## src/rtl/pipe_addsub.sv

```systemverilog
// Pipelined adder/subtractor: the WIDTH-bit add is split into STAGES ripple
// chunks, each chunk registered with its carry and the operand bits still to be added.
module pipe_addsub #(
  parameter int WIDTH  = 32,
  parameter int STAGES = 4
) (
  input  logic             clk,
  input  logic             reset,
  input  logic             flush,
  input  logic             in_valid,
  output logic             in_ready,
  input  logic [WIDTH-1:0] a,
  input  logic [WIDTH-1:0] b,
  input  logic             sub,
  output logic             out_valid,
  input  logic             out_ready,
  output logic [WIDTH-1:0] sum,
  output logic             flag_n,
  output logic             flag_z,
  output logic             flag_c,
  output logic             flag_v
);

  localparam int CHUNK = WIDTH / STAGES;
  localparam int LAST  = STAGES - 1;

  if ((WIDTH % STAGES) != 0) begin : g_bad_width
    $error("pipe_addsub: WIDTH must be a multiple of STAGES");
  end

  logic [STAGES-1:0] valid_r;
  logic [STAGES-1:0] carry_r;
  logic [STAGES-1:0] adv_s;
  logic [STAGES-1:0] up_valid_s;
  logic [STAGES-1:0] ncarry_s;
  logic [WIDTH-1:0]  psum_r  [STAGES];
  logic [WIDTH-1:0]  opa_r   [STAGES];
  logic [WIDTH-1:0]  opb_r   [STAGES];
  logic [WIDTH-1:0]  nsum_s  [STAGES];
  logic [WIDTH-1:0]  nopa_s  [STAGES];
  logic [WIDTH-1:0]  nopb_s  [STAGES];
  logic              vflag_s [STAGES];
  logic [WIDTH-1:0]  b_eff_s;
  logic              nz_s;
  logic              flag_z_r;
  logic              flag_v_r;

  assign b_eff_s    = b ^ {WIDTH{sub}};
  assign up_valid_s = (valid_r << 1) | STAGES'(in_valid);

  // Operand words are kept right-aligned: each stage consumes the low chunk
  // and hands the remainder, shifted down, to the next stage.
  for (genvar k = 0; k < STAGES; k++) begin : g_stage
    logic [CHUNK-1:0] ca_s;
    logic [CHUNK-1:0] cb_s;
    logic [CHUNK-1:0] csum_s;
    logic             cin_s;
    logic             cout_s;
    logic [WIDTH-1:0] prev_sum_s;
    logic [WIDTH-1:0] rem_a_s;
    logic [WIDTH-1:0] rem_b_s;

    if (k == 0) begin : g_first
      assign rem_a_s    = a;
      assign rem_b_s    = b_eff_s;
      assign cin_s      = sub;
      assign prev_sum_s = '0;
    end else begin : g_next
      assign rem_a_s    = opa_r[k-1];
      assign rem_b_s    = opb_r[k-1];
      assign cin_s      = carry_r[k-1];
      assign prev_sum_s = psum_r[k-1];
    end

    assign ca_s             = rem_a_s[CHUNK-1:0];
    assign cb_s             = rem_b_s[CHUNK-1:0];
    assign {cout_s, csum_s} = {1'b0, ca_s} + {1'b0, cb_s} + {{CHUNK{1'b0}}, cin_s};
    assign ncarry_s[k]      = cout_s;
    assign nsum_s[k]        = prev_sum_s | (WIDTH'(csum_s) << (k * CHUNK));
    assign nopa_s[k]        = rem_a_s >> CHUNK;
    assign nopb_s[k]        = rem_b_s >> CHUNK;
    assign vflag_s[k]       = (ca_s[CHUNK-1] == cb_s[CHUNK-1]) && (csum_s[CHUNK-1] != ca_s[CHUNK-1]);
  end

  // Backpressure chain: a stage moves when it is empty or its successor moves.
  always_comb begin
    adv_s       = '0;
    adv_s[LAST] = !valid_r[LAST] || out_ready;
    for (int k = LAST - 1; k >= 0; k--) begin
      adv_s[k] = !valid_r[k] || adv_s[k+1];
    end
  end

  assign in_ready = !valid_r[0] || adv_s[0];
  assign nz_s     = (nsum_s[LAST] == '0);

  // Pipeline registers; data only loads with a real operation so outputs stay put across bubbles.
  always_ff @(posedge clk) begin
    if (reset) begin
      valid_r  <= '0;
      carry_r  <= '0;
      flag_z_r <= 1'b0;
      flag_v_r <= 1'b0;
      for (int k = 0; k < STAGES; k++) begin
        psum_r[k] <= '0;
      end
    end else if (flush) begin
      valid_r <= '0;
    end else begin
      for (int k = 0; k < STAGES; k++) begin
        if (adv_s[k]) begin
          valid_r[k] <= up_valid_s[k];
          if (up_valid_s[k]) begin
            psum_r[k]  <= nsum_s[k];
            carry_r[k] <= ncarry_s[k];
            opa_r[k]   <= nopa_s[k];
            opb_r[k]   <= nopb_s[k];
          end
        end
      end
      if (adv_s[LAST] && up_valid_s[LAST]) begin
        flag_z_r <= nz_s;
        flag_v_r <= vflag_s[LAST];
      end
    end
  end

  assign out_valid = valid_r[LAST];
  assign sum       = psum_r[LAST];
  assign flag_n    = psum_r[LAST][WIDTH-1];
  assign flag_z    = flag_z_r;
  assign flag_c    = carry_r[LAST];
  assign flag_v    = flag_v_r;

endmodule

```

## config.mk

```make
export PLATFORM = sky130hd
export DESIGN_NAME = pipe_addsub
export DESIGN_NICKNAME = d
export VERILOG_FILES = /design/src/rtl/pipe_addsub.sv
export SDC_FILE = /design/constraint.sdc
export NUM_CORES = 1
export LEC_CHECK = 0
export CORE_MARGIN = 3
export CORE_UTILIZATION = 35
export DETAILED_ROUTE_END_ITERATION = 12
export GPL_TIMING_DRIVEN = 0
export PLACE_DENSITY_LB_ADDON = 0.08
export SYNTH_ARGS = -nofsm -noshare
export SYNTH_HDL_FRONTEND = slang
export SYNTH_SLANG_ARGS = --single-unit
```

## constraint.sdc

```tcl
create_clock -name clk -period 6.1 [get_ports clk]
set_input_delay 1.83 -clock clk [delete_from_list [all_inputs] [get_ports clk]]
set_output_delay 1.83 -clock clk [all_outputs]
set_load 0.02 [all_outputs]
```

Yosys cells after proc, flatten, opt, wreduce, memory -nomap -nowiden
Memories as Yosys holds them, arrays and structs flattened.
Cells that the tools add are included.
{"block": "word_totals", "n_memories": 3, "inputBits": 70, "ram_bits": 320, "register_bits": 10, "rom_bits": 0, "elab_cells": 77, "out_inout_bits": 38, "latchBits": 0}
{"memory": "psum_r", "depth": 4, "word_bits": 32, "rd": 4, "rd_ports_with_merged_regs": 0, "write_ports": 4, "line": "36", "rtl": "logic [WIDTH-1:0] psum_r [STAGES];"}
{"memory": "opa_r", "depth": 4, "word_bits": 24, "rd": 3, "rd_ports_with_merged_regs": 0, "write_ports": 4, "line": "37", "rtl": "logic [WIDTH-1:0] opa_r [STAGES];"}
{"memory": "opb_r", "depth": 4, "word_bits": 24, "rd": 3, "rd_ports_with_merged_regs": 0, "write_ports": 4, "line": "38", "rtl": "logic [WIDTH-1:0] opb_r [STAGES];"}
{"block": "op_classes", "div": 0, "n_addsub": 8, "multipliers": 0, "eq_ne": 2, "mux": 26, "bitwise": 10, "n_lt_le_gt_ge": 0, "n_shift": 0, "reduce_logical": 18}
{"operator": "32-bit two-way mux", "n": 4}
{"operator": "8-bit by 8-bit adder with 9-bit output", "n": 4}
{"operator": "9-bit by 1-bit adder with 9-bit output", "n": 4}
{"operator": "32-bit zero test", "n": 1}
{"operator": "32-bit by 16-bit bitwise OR with 32-bit output", "n": 1}
{"operator": "32-bit by 24-bit bitwise OR with 32-bit output", "n": 1}
{"operator": "32-bit bitwise OR", "n": 1}
{"operator": "32-bit XOR", "n": 1}
{"operator": "1-bit two-way mux", "n": 22}
{"operator": "3-bit AND reduction", "n": 4}
{"operator": "1-bit logical OR", "n": 5}
{"operator": "1-bit zero test", "n": 4}
{"operator": "1-bit bitwise OR", "n": 4}
{"operator": "4-bit by 1-bit bitwise OR with 4-bit output", "n": 1}
{"operator": "1-bit logical AND", "n": 2}
{"operator": "2-bit AND reduction", "n": 1}
{"operator": "2-bit OR reduction", "n": 1}
{"operator": "1-bit equality test", "n": 1}
{"operator": "1-bit != test", "n": 1}
{"operator": "1-bit NOT", "n": 1}

Longest topological paths before layout
Gate-level depths: netlist (run 1).
{"block": "logic_depth", "word_depth": 10, "mapped_depth": 10, "depth_no_buf": 10}

Worst setup path before layout (run 1)
No wires, ideal clock.
{"block": "synth_timing", "path_type": "in2reg", "from": "input sub", "to": "register carry_r[0]", "path_slack_ns": 1.897, "cell_stages": 10, "t_arrival_ns": 4.060, "cell_sequence": "clkbuf_1 > buf_1 > xor2_1 > fa_1 > a21o_1 > a21oi_1 > o21bai_1 > or3_1 > a31oi_1 > o22ai_1"}
{"block": "synth_via", "elab_chain_len": 3}
{"item": "from (decl)", "line": "14", "rtl": "input logic sub,"}
{"item": "32-bit XOR", "line": "48", "rtl": "assign b_eff_s = b ^ {WIDTH{sub}};"}
{"item": "8-bit by 8-bit adder with 9-bit output", "line": "77", "rtl": "assign {cout_s, csum_s} = {1'b0, ca_s} + {1'b0, cb_s} + {{CHUNK{1'b0}}, cin_s};"}
{"item": "9-bit by 1-bit adder with 9-bit output *", "line": "77"}
{"item": "to (signal, indexed assignment)", "line": "115", "rtl": "carry_r[k] <= ncarry_s[k];"}
{"item": "to (decl)", "line": "32", "rtl": "logic [STAGES-1:0] carry_r;"}
Every way passes the cells marked *; elsewhere a longest branch is shown, timed or not.
A chain may end at the register's enable or synchronous reset.

Worst setup path after layout (run 1)
{"block": "layout_timing", "from": "input out_ready", "to": "output in_ready"}
{"block": "layout_via", "elab_chain_len": 5}
{"item": "from (decl)", "line": "16", "rtl": "input logic out_ready,"}
{"item": "1-bit logical OR", "line": "88", "rtl": "adv_s[LAST] = !valid_r[LAST] || out_ready;"}
{"item": "1-bit logical OR (3 in a row)", "line": "90", "rtl": "adv_s[k] = !valid_r[k] || adv_s[k+1];"}
{"item": "1-bit logical OR", "line": "94", "rtl": "assign in_ready = !valid_r[0] || adv_s[0];"}
{"item": "to (decl)", "line": "11", "rtl": "output logic in_ready,"}
Every way passes these cells.

==> results of run 1 <==
layer usage:
layer	wire, um	vias up	track usage
met5	0	-	0
met4	192	0	0.04002
met3	642	18	0.03421
met2	5439	104	0.1567
met1	6634	1830	0.1625
li1	-	2125	-
flip-flops by register name, indices dropped and copies added (netlist names):
signal	cells
flag_z	1
opa_r	48
valid_r	4
opb_r	48
psum_r	80
carry_r	4
flag_v	1
worst paths after layout:
kind	to	slack [ns]
max	in_ready	0.88
min reg2reg	opb_r[1][12]$_DFFE_PP_	0.42
max reg2reg	carry_r[1]$_SDFFE_PP0P_	3.82
min	opb_r[1][12]$_DFFE_PP_	0.42
kinds of logic after synthesis:
logic type,Yosys count,share of synthesized area
adders and majority gates,35,0.06277
AOI/OAI and AO/OA,62,0.05556
DFF,186,0.7020
buffers and inverters,33,0.01905
xor gates and xnor gates,52,0.05829
and+or+nand+nor,144,0.09960
muxes,2,0.002722
worst max-delay path, cell delays in order:
cell	delay, ns
clkdlybuf4s50_1	0.52
nor2b_4	0.07
and3_4	0.18
nand2_1	0.14
clkdlybuf4s50_1	0.64
placed cells by master, fill, tap and decap left out, types with 4 or more instances in the layout:
cell type,n
edfxtp_1,176
clkdlybuf4s50_1,106
and2_1,56
xor2_1,38
nor2_1,36
ha_1,28
inv_1,20
clkbuf_16,17
nand2_1,14
xnor2_1,14
a21oi_1,13
dfxtp_1,10
o21ai_0,9
nor3_1,9
a21o_1,8
nor4_1,7
fa_1,7
clkbuf_1,5
o21bai_1,5
nand3_1,4
o21a_1,4
clkinvlp_4,4
power by group:
group | switching (W) | total [W] | internal, W
clock | 0.000463 | 0.00111 | 0.000647
combinational | 0.0000961 | 0.000194 | 0.0000983
sequential | 0.0000113 | 0.00145 | 0.00144
per-stage QoR:
stage | util | hold WS [ns] | setup slack (ns) | instance area, sq um | power, W
floorplan | - | 0.4003 | 1.897 | 7814 | 0.001579
global placement | 0.4214 | 0.4058 | 0.8900 | 9225 | 0.001669
detailed placement | 0.4232 | 0.4045 | 0.8861 | 9264 | 0.001674
CTS | 0.4507 | 0.4208 | 0.8836 | 9866 | 0.002791
global route | 0.4507 | 0.4236 | 0.8515 | 9866 | 0.002864
finish | 0.4507 | 0.4182 | 0.8833 | 9866 | 0.002753
cell type report:
| type | instances | share of cell area |
|---|---|---|
| Buffer | 11 | 0.006214 |
| Clock buffer | 18 | 0.04350 |
| Clock inverter | 14 | 0.01750 |
| Inverter | 22 | 0.008878 |
| Multi-Input combinational cell | 295 | 0.2213 |
| Sequential cell | 186 | 0.5560 |
| Tap cell | 280 | 0.03551 |
| Timing Repair Buffer | 108 | 0.1111 |
==> run_results.csv, run 1 <==
group,metric,value,unit
route,dr.pass1.iters,4,
logic_synthesis,synth_area_per_cell,15.20,sq um
die,die-area,0.02415,sq mm
die,die_w,155.4,um
logic_synthesis,yosysMostFrequentCell,"edfxtp_1",
status,outcome,"completed",
timing,final.setup_skew,0.009707,ns
die,io_pins,108,
logic_synthesis,yosysWarnings,0,
logic_synthesis,ys_types,53,
global_routing,grt_usage,0.1113,
timing,finalSetupViolCount,0,
global_routing,grt_pass1_vias,4126,
route,drt_wl_total,12.91,mm
timing,timing.fmax,0.1917,GHz
timing,relSlewSlack,0.2666,
logic_synthesis,syn_inst,514,
clock_network,cts_sinks,186,
place,dp.cells,902,
clock_network,cts_tree,"done",
die,fp.coreArea,0.02189,sq mm
global_routing,grt_pass1_wl,20.93,mm
critical_path,cp_data_required_time,4.27,ns
logic_synthesis,synth_top_cell_area_share,0.6764,
critical_path,startpoint,"out_ready",
timing,period_needed,5.217,ns
cells_and_area,fill_cells,2011,
logic_synthesis,netlist_area,0.007814,sq mm
logic_synthesis,synth-edff-count,176,
die,initial_core_util,0.3569,
timing,fin_setup_tns,0,ns
timing,rsz0062_at_grt,"no",
logic_synthesis,synth.area.top_cells,"edfxtp_1, and2_1, ha_1",
run,drv_cap,0,
global_routing,grt_max_degree,42,
hold_path,hold_start,"opb_r[0][20]$_DFFE_PP_",
timing,finalHoldViolCount,0,
logic_synthesis,ys_seq_area_frac,0.7020,
logic_synthesis,synth_common_cells,"edfxtp_1, and2_1, xor2_1, nor2_1, ha_1",
critical_path,cp-start-kind,"primary input",
critical_path,cp-end-kind,"primary output",
cells_and_area,fin_nets,746,
critical_path,reg2reg_from,"opb_r[0][0]$_DFFE_PP_",
logic_synthesis,synth_top_area_cell,"edfxtp_1",
clock_network,post-cts-setup-buffers,0,
pwr,leakagePower,3.593,nW
pwr,vdd_ir_drop_max,168.0,uV
logic_synthesis,async_flop_share,0,
critical_path,worstRegToRegCells,10,
logic_synthesis,syn_nets,619,
place,port_buffers,106,
clock_network,cts_buffers,17,
timing,fin_crit_sh,0.8552,
global_routing,antenna_found_initial,0,
clock_network,clkSlewWorstSetupHoldPaths,0.06,ns
pwr,p_per_area,279.1,mW/mm^2
route,wl_per_cell,13.82,um
cells_and_area,diodes,0,
clock_network,htree_levels,4,
place,dp_hpwl,9.928,mm
logic_synthesis,synth.ff_latch_count,186,
route,dr.first_iter.drc_count,199,
clock_network,cts-root-buf,"clkbuf_16",
hold_path,min_path_cells,0,
critical_path,critPathArrivalTime,3.39,ns
logic_synthesis,synth-main-ff-cell,"edfxtp_1",
cells_and_area,fin_cells,934,
critical_path,worstPathMaxFanout,4,
route,routed_via_density,4.365,
clock_network,cts_hold_buf,0,
cells_and_area,drive_above_1_share,0.07339,
global_routing,grt_overflow,0,
hold_path,hold_path.class,"reg2reg",
place,gp_congestion,0.7179,
timing,tightest_slew,1.099,ns
timing,slew_violations,0,
cells_and_area,multi_input_area,0.002183,sq mm
clock_network,cts_resized,0,
clock_network,cts_buffer_depth,2,
cells_and_area,syn_to_final_growth,26.26,%
critical_path,crit_type,"in2out",
route,postRouteAntennaNets,0,
cells_and_area,seq_area,0.005485,sq mm
route,vias,4077,
die,fp.dieH,155.4,um
route,drc,0,
die,rows,54,
clock_network,clkLatencyLatePin,0.42,ns
Power figures use the tool's default switching activity.
==> inputs of run 2 (changes only) <==
--- a/config.mk
+++ b/config.mk
@@ -8,8 +8,8 @@
 export CORE_MARGIN = 3
 export CORE_UTILIZATION = 35
 export DETAILED_ROUTE_END_ITERATION = 12
-export GPL_TIMING_DRIVEN = 0
-export PLACE_DENSITY_LB_ADDON = 0.08
+export GPL_TIMING_DRIVEN = 1
+export REMOVE_ABC_BUFFERS = 1
 export SYNTH_ARGS = -nofsm -noshare
 export SYNTH_HDL_FRONTEND = slang
 export SYNTH_SLANG_ARGS = --single-unit
==> run 2 against run 1 <==
Net effect: wire length shrank 2.4%; largest cell class unchanged; largest power group unchanged; setup slack lost 0.093 ns; sequential cell count is the same; sequential share of layout area grew 0.36 points; clock skew grew 0.00076 ns; core utilization shrank 0.29 points.
==> run_results.csv, run 2 (synthesized netlist as in run 1, its figures left out) <==
group,metric,value,unit
status,outcome,"completed",
timing,fin_crit_sh,0.8705,
die,io_pins,108,
pwr,leakagePower,3.564,nW
clock_network,cts_buffers,17,
hold_path,min_path_cells,0,
place,dp_hpwl,9.738,mm
cells_and_area,largest-register,"psum_r",
cells_and_area,final_util,0.4478,
clock_network,cts_buffer_depth,2,
clock_network,post-cts-setup-buffers,0,
route,vias,4095,
timing,finalSetupViolCount,0,
clock_network,htree_levels,4,
timing,relSlewSlack,0.2522,
critical_path,rr_endpoint,"opa_r[0][22]$_DFFE_PP_",
timing,rsz0062_at_grt,"no",
cells_and_area,drive_above_1_share,0.06988,
cells_and_area,multi_input_area,0.002188,sq mm
pwr,swShare,0.2005,
critical_path,crit_type,"in2out",
timing,slew_violations,0,
route,postRouteAntennaNets,0,
route,drt_wl_total,12.61,mm
timing,timing.fmax,0.1883,GHz
hold_path,min_to,"opa_r[2][3]$_DFFE_PP_",
route,drc,0,
pwr,internal_power,0.002193,W
hold_path,hold_start,"opa_r[1][11]$_DFFE_PP_",
pwr,seqPwrFrac,0.528,
pwr,p_comb_frac,0.070,
die,rows,54,
die,fp.dieH,155.4,um
cells_and_area,syn_to_final_growth,25.44,%
critical_path,worstRegToRegCells,6,
pwr,p_switching,0.0005500,W
critical_path,cp-start-kind,"primary input",
global_routing,grt_pass1_vias,4149,
timing,finalHoldViolCount,0,
cells_and_area,diodes,0,
place,port_buffers,107,
timing,tightest_slew,1.121,ns
pwr,clock_power_share,0.402,
die,initial_core_util,0.3569,
route,dr.pass1.iters,4,
pwr,vdd_ir_drop_max,127.0,uV
global_routing,grt_overflow,0,
cells_and_area,largestRegisters,"psum_r x80, opa_r x48, opb_r x48",
route,wl_per_cell,13.64,um
timing,final.setup_skew,0.01047,ns
clock_network,clkLatencyLatePin,0.42,ns
timing,fin_setup_tns,0,ns
critical_path,cp-end-kind,"primary output",
place,gp_congestion,0.7744,
clock_network,cts_hold_buf,0,
global_routing,grt_usage,0.1082,
cells_and_area,layout_commonest_cell,"edfxtp_1",
pwr,p_per_area,279.9,mW/mm^2
cells_and_area,final_cell_mix,"edfxtp_1, clkdlybuf4s50_1, and2_1, xor2_1, nor2_1",
route,routed_via_density,4.432,
critical_path,rrSetupSlack,3.48,ns
run,drv_cap,0,
die,die_w,155.4,um
global_routing,grt_pass1_wl,20.42,mm
clock_network,cts_tree,"done",
clock_network,cts-root-buf,"clkbuf_16",
critical_path,reg2reg_from,"valid_r[3]$_SDFFE_PP0N_",
critical_path,worstPathMaxFanout,4,
cells_and_area,largest_reg_flops,80,
timing,layout_setup_ws,0.7899,ns
global_routing,antenna_found_initial,1,
clock_network,cts_resized,0,
route,dr.first_iter.drc_count,333,
die,die-area,0.02415,sq mm
critical_path,cp_data_required_time,4.27,ns
timing,period_needed,5.310,ns
place,pre_cts_ws,0.7963,ns
critical_path,critPathArrivalTime,3.48,ns
clock_network,clkSlewWorstSetupHoldPaths,0.07,ns
hold_path,hold_path.class,"reg2reg",
die,fp.coreArea,0.02189,sq mm
cells_and_area,fill_cells,1935,
global_routing,grt_max_degree,45,
cells_and_area,seq_area,0.005485,sq mm
clock_network,cts_sinks,186,
cells_and_area,fin_nets,736,
==> run 2: cell count changes in the layout (fill, tap and decap cells not counted), sizes merged <==
| cell | delta |
|---|---|
| clkbuf | -4 |
| clkinv | -1 |
| buf | -5 |
| clkinvlp | -1 |
| inv | +1 |
==> run 2: cell type report <==
cell class / instances / area share
Tap cell: 280 / 0.03574
Clock inverter: 13 / 0.01698
Timing Repair Buffer: 109 / 0.1103
Inverter: 22 / 0.008935
Sequential cell: 186 / 0.5596
Multi-Input combinational cell: 295 / 0.2233
Clock buffer: 19 / 0.04519
==> run 2: worst max-delay path by stage <==
stage                     startpoint        to  slack [ns]  cells past startpoint
final                      out_ready  in_ready        0.79                      5
after detailed placement   out_ready  in_ready        0.80                      5
after floorplan            out_ready  in_ready        1.97                      3
after global routing       out_ready  in_ready        0.70                      5
after global placement     out_ready  in_ready        0.80                      5
after CTS                  out_ready  in_ready        0.78                      5
==> run 2: per-layer routing <==
metal	part of all wire	up-vias	track usage
li1	-	2101	-
met3	0.060	23	0.03199
met1	0.46	1864	0.1384
met5	0.0010	-	0
met4	0.024	2	0.05252
met2	0.46	105	0.1687
==> run 2: through the flow <==
stage                     cells  hold slack [ns]  area [sq um]  total power, W
after global placement      892           0.4056          9193        0.001667
after detailed placement    892           0.4045          9193        0.001672
final                       924           0.4061          9802        0.002743
after CTS                   924           0.4106          9802        0.002775
after global routing        924           0.4162          9802        0.002851
after floorplan             503           0.4003          7752        0.001575
==> run 2: critical path, cell delays in order <==
cell             delay (ns)
clkdlybuf4s50_1        0.57
nor2b_4                0.07
and3_4                 0.19
nand2_1                0.12
clkdlybuf4s50_1        0.70
==> run 2: power by group through the flow <==
stage,combinational [W],clock [W],sequential (W)
after floorplan,0.0000929,0,0.00148
after global placement,0.000190,0,0.00148
after detailed placement,0.000194,0,0.00148
after CTS,0.000195,0.00113,0.00145
after global routing,0.000212,0.00119,0.00145
final,0.000191,0.00110,0.00145
